==> src/rtl/adder_pkg.sv <==
// Shared definitions for the multi-cycle adder/subtractor.
// Holds the FSM state encoding and the counter-width helper.
package adder_pkg;

  typedef enum logic [1:0] {
    IDLE = 2'd0,
    RUN  = 2'd1,
    DONE = 2'd2
  } state_t;

  function automatic int clog2(input int v);
    int r;
    r = 0;
    while ((1 << r) < v) r++;
    return r;
  endfunction

endpackage

==> src/rtl/adder_chunk.sv <==
// CHUNK-bit combinational add slice.
// Also reports the carry into its MSB so the caller can form signed overflow.
module adder_chunk #(
  parameter int CHUNK = 8
) (
  input  logic [CHUNK-1:0] x,
  input  logic [CHUNK-1:0] y,
  input  logic             cin,
  output logic [CHUNK-1:0] s,
  output logic             cout,
  output logic             cmsb
);

  logic [CHUNK:0] full;

  assign full = {1'b0, x} + {1'b0, y} + {{CHUNK{1'b0}}, cin};
  assign s    = full[CHUNK-1:0];
  assign cout = full[CHUNK];
  // The MSB sum bit is x^y^carry_in, so the carry into it falls out directly.
  assign cmsb = x[CHUNK-1] ^ y[CHUNK-1] ^ s[CHUNK-1];

endmodule

==> src/rtl/addsub_multicycle.sv <==
// WIDTH-bit add/subtract computed CHUNK bits per clock, LSB chunk first.
// start/busy/done handshake; a start seen in DONE chains straight into RUN.
module addsub_multicycle
  import adder_pkg::*;
#(
  parameter int WIDTH = 32,
  parameter int CHUNK = 8
) (
  input  logic             clk,
  input  logic             rst,
  input  logic             start,
  input  logic             sub,
  input  logic [WIDTH-1:0] a,
  input  logic [WIDTH-1:0] b,
  output logic             busy,
  output logic             done,
  output logic [WIDTH-1:0] sum,
  output logic             cout,
  output logic             ovf
);

  localparam int N  = WIDTH / CHUNK;
  localparam int CW = (N > 1) ? clog2(N) : 1;

  generate
    if (WIDTH % CHUNK != 0) begin : g_bad_chunk
      $error("addsub_multicycle: WIDTH must be a multiple of CHUNK");
    end
  endgenerate

  state_t           state, nstate;
  logic [CW-1:0]    cnt;
  logic             carry, sub_r;
  logic [WIDTH-1:0] a_r, b_r;
  logic [CHUNK-1:0] x, y, s;
  logic             c_out, c_msb, last, accept;
  int               idx;

  always_comb begin
    idx = int'(cnt) * CHUNK;
    x   = a_r[idx +: CHUNK];
    y   = sub_r ? ~b_r[idx +: CHUNK] : b_r[idx +: CHUNK];
  end

  assign last   = (cnt == CW'(N - 1));
  assign accept = start && ((state == IDLE) || (state == DONE));

  adder_chunk #(.CHUNK(CHUNK)) u_chunk (
    .x    (x),
    .y    (y),
    .cin  (carry),
    .s    (s),
    .cout (c_out),
    .cmsb (c_msb)
  );

  always_ff @(posedge clk) begin
    if (rst) state <= IDLE;
    else     state <= nstate;
  end

  always_comb begin
    nstate = state;
    case (state)
      IDLE:    if (start) nstate = RUN;
      RUN:     if (last)  nstate = DONE;
      DONE:    nstate = start ? RUN : IDLE;
      default: nstate = IDLE;
    endcase
  end

  always_ff @(posedge clk) begin
    if (rst) begin
      cnt   <= '0;
      carry <= 1'b0;
      sub_r <= 1'b0;
      a_r   <= '0;
      b_r   <= '0;
      sum   <= '0;
      cout  <= 1'b0;
      ovf   <= 1'b0;
    end else if (accept) begin
      a_r   <= a;
      b_r   <= b;
      sub_r <= sub;
      cnt   <= '0;
      carry <= sub;  // +1 of the two's-complement negate rides in as carry-in
    end else if (state == RUN) begin
      sum[idx +: CHUNK] <= s;
      carry             <= c_out;
      cnt               <= cnt + 1'b1;
      if (last) begin
        cout <= c_out;
        ovf  <= c_msb ^ c_out;
      end
    end
  end

  assign busy = (state == RUN);
  assign done = (state == DONE);

endmodule

==> config.mk <==
export PLATFORM = sky130hd
export DESIGN_NAME = addsub_multicycle
export DESIGN_NICKNAME = d
export VERILOG_FILES = /design/src/rtl/adder_pkg.sv /design/src/rtl/adder_chunk.sv /design/src/rtl/addsub_multicycle.sv
export SDC_FILE = /design/constraint.sdc
export NUM_CORES = 1
export LEC_CHECK = 0
export ABC_AREA = 0
export CORE_MARGIN = 3
export CORE_UTILIZATION = 54
export CTS_BUF_LIST = sky130_fd_sc_hd__clkbuf_16
export CTS_CLUSTER_DIAMETER = 200
export CTS_CLUSTER_SIZE = 25
export DETAILED_ROUTE_END_ITERATION = 16
export GPL_ROUTABILITY_DRIVEN = 0
export PLACE_DENSITY = 0.85
export SETUP_SLACK_MARGIN = 0.1
export SYNTH_ARGS = -nofsm -noshare
export SYNTH_HDL_FRONTEND = slang
export SYNTH_HIERARCHICAL = 1
export SYNTH_SLANG_ARGS = --single-unit
==> constraint.sdc <==
create_clock -name clk -period 5.8 [get_ports clk]
set_input_delay 1.16 -clock clk [delete_from_list [all_inputs] [get_ports clk]]
set_output_delay 1.16 -clock clk [all_outputs]
set_load 0.05 [all_outputs]
## Word level (Yosys, flattened, before mapping)

Cells that the tools add are included.

| word-level totals | value |
|---|---|
| register bits after elaboration | 104 |
| bits of input ports | 68 |
| word-level logic and storage cells | 43 |

| operators by class | value |
|---|---|
| add/sub/neg operators | 4 |
| equality and inequality tests | 5 |
| shift-type cells | 4 |
| muxes and demuxes | 8 |
| bitwise operators | 5 |
| reductions and logical operators | 8 |

Operators with widths:

| kind | count |
|---|---|
| $shiftx A32 B6 Y8 | 2 |
| $neg A5 Y33 | 1 |
| $shift A8 B33 Y32 const A | 1 |
| $shiftx A8 B33 Y32 | 1 |
| $bwmux W32 | 1 |
| $add A8 B8 Y9 | 1 |
| $add A9 B1 Y9 | 1 |
| $mux W8 | 1 |
| $not A8 Y8 | 1 |
| $pmux W2 S3 | 1 |
| $eq A2 B2 Y1 const B | 2 |
| $mux W2 | 2 |
| $reduce_and A2 Y1 | 2 |
| $mux W1 | 3 |
| $reduce_and A3 Y1 | 1 |
| $xor A1 B1 Y1 | 3 |
| $add A2 B1 Y2 const B | 1 |
| $eq A2 B1 Y1 const B | 1 |
| $logic_not A2 Y1 | 1 |
| $ne A2 B1 Y1 const B | 1 |
| $ne A2 B2 Y1 const B | 1 |
| $reduce_bool A2 Y1 | 1 |
| $reduce_or A2 Y1 | 1 |
| $logic_and A1 B1 Y1 | 1 |
| other kinds (2) | 2 |

## Longest topological paths before layout

| logic depth | value |
|---|---|
| depth after elaboration | 7 |
| depth in mapped cells | 11 |
| mapped depth without buffers | 10 |

## By module

Netlist, hierarchy kept.

Modules (own cells, without submodules):

| module | instances | cells each | area each (µm²) | sequential area each (µm²) |
|---|---|---|---|---|
| addsub_multicycle | 1 | 443 | 4164.0 | 2082.0 |
| adder_chunk | 1 | 43 | 364.1 | 0.0 |

## Worst setup path after synthesis

OpenSTA, ideal clock, no wires.

| path | value |
|---|---|
| kind | register to register |
| from | register cnt[0] |
| to | register sum[30] |
| arrival time | 3.159 ns |
| path slack | 2.581 ns |
| stages on the path, launching flop included | 12 |
| path buffers | 2 |
| clock period less this slack | 3.219 ns |
| cells stage by stage | dfxtp_1 buf_4 buf_4 mux4_2 fa_1 fa_1 a21oi_1 o21a_1 xnor2_1 nor2b_1 inv_1 a2bb2o_1 |

RTL lines:

| what | RTL line | source |
|---|---|---|
| start: declaration | addsub_multicycle.sv:32 | `logic [CW-1:0] cnt;` |
| start signal: assignment | addsub_multicycle.sv:91 | `cnt <= cnt + 1'b1;` |
| $shiftx A32 B6 Y8 | addsub_multicycle.sv:41 | `x = a_r[idx +: CHUNK];` |
| net x[0] | addsub_multicycle.sv:35 | `logic [CHUNK-1:0] x, y, s;` |
| $add A8 B8 Y9 | adder_chunk.sv:16 | `assign full = {1'b0, x} + {1'b0, y} + {{CHUNK{1'b0}}, cin};` |
| $add A9 B1 Y9 | adder_chunk.sv:16 |  |
| net s[6] | addsub_multicycle.sv:35 |  |
| $shiftx A8 B33 Y32 | addsub_multicycle.sv:89 | `sum[idx +: CHUNK] <= s;` |
| $bwmux W32 | addsub_multicycle.sv:89 |  |
| end signal: indexed assignment | addsub_multicycle.sv:89 |  |
| end: declaration | addsub_multicycle.sv:17 | `output logic [WIDTH-1:0] sum,` |

The timed path passes the listed nets, and every way through them passes these cells.
A chain may end at the register's enable or synchronous reset.

## Worst setup path after layout

| path | value |
|---|---|
| from | register cnt[1] |
| to | register sum[30] |

| between the ends | value |
|---|---|
| longest elaborated chain between the ends | 7 |

Ends and longest elaborated chain:

| what | RTL line | source |
|---|---|---|
| $shiftx A32 B6 Y8 (*) | addsub_multicycle.sv:42 | `y = sub_r ? ~b_r[idx +: CHUNK] : b_r[idx +: CHUNK];` |
| $not A8 Y8 | addsub_multicycle.sv:42 |  |
| $mux W8 (*) | addsub_multicycle.sv:42 |  |
| net y[0] | addsub_multicycle.sv:35 |  |
| $add A8 B8 Y9 (*) | adder_chunk.sv:16 |  |
| $add A9 B1 Y9 (*) | adder_chunk.sv:16 |  |
| net s[6] | addsub_multicycle.sv:35 |  |
| $shiftx A8 B33 Y32 (*) | addsub_multicycle.sv:89 |  |
| $bwmux W32 (*) | addsub_multicycle.sv:89 |  |

The timed path passes the listed nets; every way through them passes the cells marked *.

==> results.toml <==
[cts]
cts_resized = 0
clk_latency_ns = 0.34
hold_buffers = 0
clock_path_buffers = 2
post_cts.repair.setup_buffers = 0
cts_root_buffer = "clkbuf_16"
numClockSinks = 104
htreeDepth = 3
cts_tree = "done"
cts_inserted_buffers = 9
clk_pin_slew_worst_paths_ns = 0.07

[pwr]
power.density_nw_per_um2 = 291.8
power_mw = 1.727
p_leak_nw = 2.294
peakVddDrop_uv = 162.7

[synthesis]
synth.top_cell.area_share_pct = 45.98
synth-simple-area-share_pct = 17.49
netlist_top_cells_area = "dfxtp_1 46%, nand2_1 11%, mux4_2 8.0%"
ys_types = 44
yosysMostFrequentCell = "nand2_1"
avgSynthCellArea_um2 = 9.317
ys.flop_type = "dfxtp_1"
synth_fa_ha_area_share_pct = 4.200
synth_area_um2 = 4528
syn_inst = 486
synth_top_family_by_area = "simple AND/OR/NAND/NOR gates"
yosys.area.top_type = "dfxtp_1"
synth_edf_count = 0
synth_compound_area_share_pct = 17.10
synthMuxAreaShare_pct = 8.179
synth.net_count = 568
synthXorXnorAreaFrac_pct = 2.708
yosysWarningCount = 6
synth_common_cells = "136 x nand2_1, 104 x dfxtp_1, 71 x a21oi_1"
async_reset_ff_share_pct = 0
yosysSeqAreaShare_pct = 45.98
synth_seq_cells = 104

[drt]
via_per_inst = 5.664
wire_per_inst_um = 16.56
firstDrtPassIters = 4
drt-total-wl_um = 11280
route.antenna.remaining_nets = 0
drt-initial-drc-count = 173
drcViolationCount = 0
vias = 3857

[critical_path]
crit_top_cell = "fa_1"
worstReg2RegEnd = "sum[30]"
worstPathCellList = "mux4_2 > xor2_1 > fa_1 > fa_1 > a21oi_1 > o21a_1 > xnor2_1 > nor2b_1 > inv_1 > a2bb2o_1"
crit_path_max_fanout = 20
critical_path.slowest_cell = "dfxtp_1"
cp-start-kind = "flip-flop"
slowest_delay_ns = 0.91
crit_path_end_kind = "flip-flop"
arrival_ns = 3.89
r2r-start = "cnt[1]"
path_class = "reg2reg"
regToRegSetupSlack_ns = 2.19
crit_required_ns = 6.08
reg2reg_depth = 10

[outcome]
status = "finished clean"

[global_routing]
overflow = 0
grt_max_degree = 68
grt_pass1_wl_um = 18440
antenna_found_initial = 0
grt_pass1_vias = 3894
grt.total_usage_pct = 23.61

[timing]
min_period_over_period_pct = 62.18
setup_violations = 0
finalSetupTns_ns = 0
hold_viol_final = 0
fmaxAchievable_mhz = 277.3
maxSlewViolCount = 0
fin_skew_ns = 0.007140
tightest_slew_ns = 0.8951
rsz0062_at_grt = "no"
fin_crit_ns = 3.606
relSlewSlack_pct = 40.24

[place]
dp.cells = 665
port_buffers = 103
place.detailed.hpwl_um = 8034

[die]
dieArea_um2 = 9520
start_util_pct = 57.12
die_x_um = 97.57
rows = 32
fp.dieH_um = 97.57
core_area_um2 = 7928
num_io_pins = 104

[hold_path]
min_from = "a_r[15]"
hold_depth = 2
min_path_type = "reg2reg"
min_to = "a_r[15]"

[finish]
finalNonFillerCells = 681
areaGrowthSynthToFinish_pct = 30.73
diodes = 0
fin_nets = 656
layout-drive-gt1-share_pct = 8.636

[flow_run]
maxCapViolCount = 0
## cell usage in the layout, fill, tap and decap left out, types with 10 or more instances in the layout
| cell type | count |
|---|---|
| a21oi_1 | 71 |
| nand2_1 | 136 |
| mux4_2 | 16 |
| clkdlybuf4s50_1 | 102 |
| ha_1 | 12 |
| a22o_1 | 24 |
| dfxtp_1 | 104 |
| nor2b_1 | 10 |
| inv_1 | 16 |
| xor2_1 | 11 |
## area by class of cell
| cell class | count | area [um^2] |
|---|---|---|
| multi-input cells | 337 | 2260 |
| flip-flops and latches | 104 | 2082 |
| fillers | 550 | 2008 |
| repair buffers | 107 | 1056 |
| clock buffers | 9 | 225.2 |
| well taps | 102 | 127.6 |
| clock inverters | 7 | 112.6 |
| inverters | 15 | 56.30 |
## cells by family (layout without fill, tap and decap cells)
| group | Yosys count | after routing |
|---|---|---|
| simple gates | 172 | 172 |
| compound gates | 120 | 120 |
| flops | 104 | 104 |
| buf+inv | 45 | 138 |
| mux | 17 | 17 |
| fa+ha+maj | 14 | 14 |
| xor+xnor | 14 | 14 |
## layer usage
| metal | up-vias | GRT usage [%] | part of all wire, % |
|---|---|---|---|
| met1 | 1839 | 28.73 | 42 |
| met3 | 26 | 4.164 | 5.5 |
| met4 | 0 | 8.946 | 2.5 |
| met2 | 142 | 41.49 | 50 |
| li1 | 1850 | - | - |
| met5 | - | 0 | 0 |
## power by group
group	internal, mW	switching, mW
clock network	0.419	0.258
registers	0.748	0.0216
logic	0.128	0.153
## state kept, by name (all words and copies together), names as in the netlist
| register | flops |
|---|---|
| a_r | 32 |
| b_r | 32 |
| carry | 1 |
| cnt | 2 |
| cout | 1 |
| ovf | 1 |
| state | 2 |
| sub_r | 1 |
| sum | 32 |
## per-stage QoR
step	hold WS [ns]	utilization, %	cell area (um^2)	setup WS (ns)
after detailed placement	0.4477	70.41	5582	2.250
after CTS	0.4568	74.67	5919	2.195
after global placement	0.4400	70.41	5582	2.380
after floorplan	0.4331	-	4528	2.581
final	0.4578	74.67	5919	2.194
after global routing	0.4705	74.67	5919	1.908
## how the worst max path moves through the flow
stage / start / end / slack (ns) / cells past startpoint
finish: cnt[1] / sum[30] / 2.19 / 10
global route: cnt[1] / sum[30] / 1.91 / 10
CTS: cnt[1] / sum[30] / 2.19 / 10
detailed placement: cnt[1] / sum[30] / 2.25 / 10
global placement: cnt[1] / sum[30] / 2.38 / 10
floorplan: cnt[0] / sum[30] / 2.58 / 11
## critical path: cells and delay by family, from the launching register on
kind                       cells  cell delay (ns)
DFF                            1             0.91
xor gates and xnor gates       2             0.31
AOI/OAI and AO/OA              3             0.65
adders and majority gates      2             0.92
and+or+nand+nor                1             0.28
muxes                          1             0.42
buffers and inverters          1             0.06
Power figures use the tool's default switching activity.
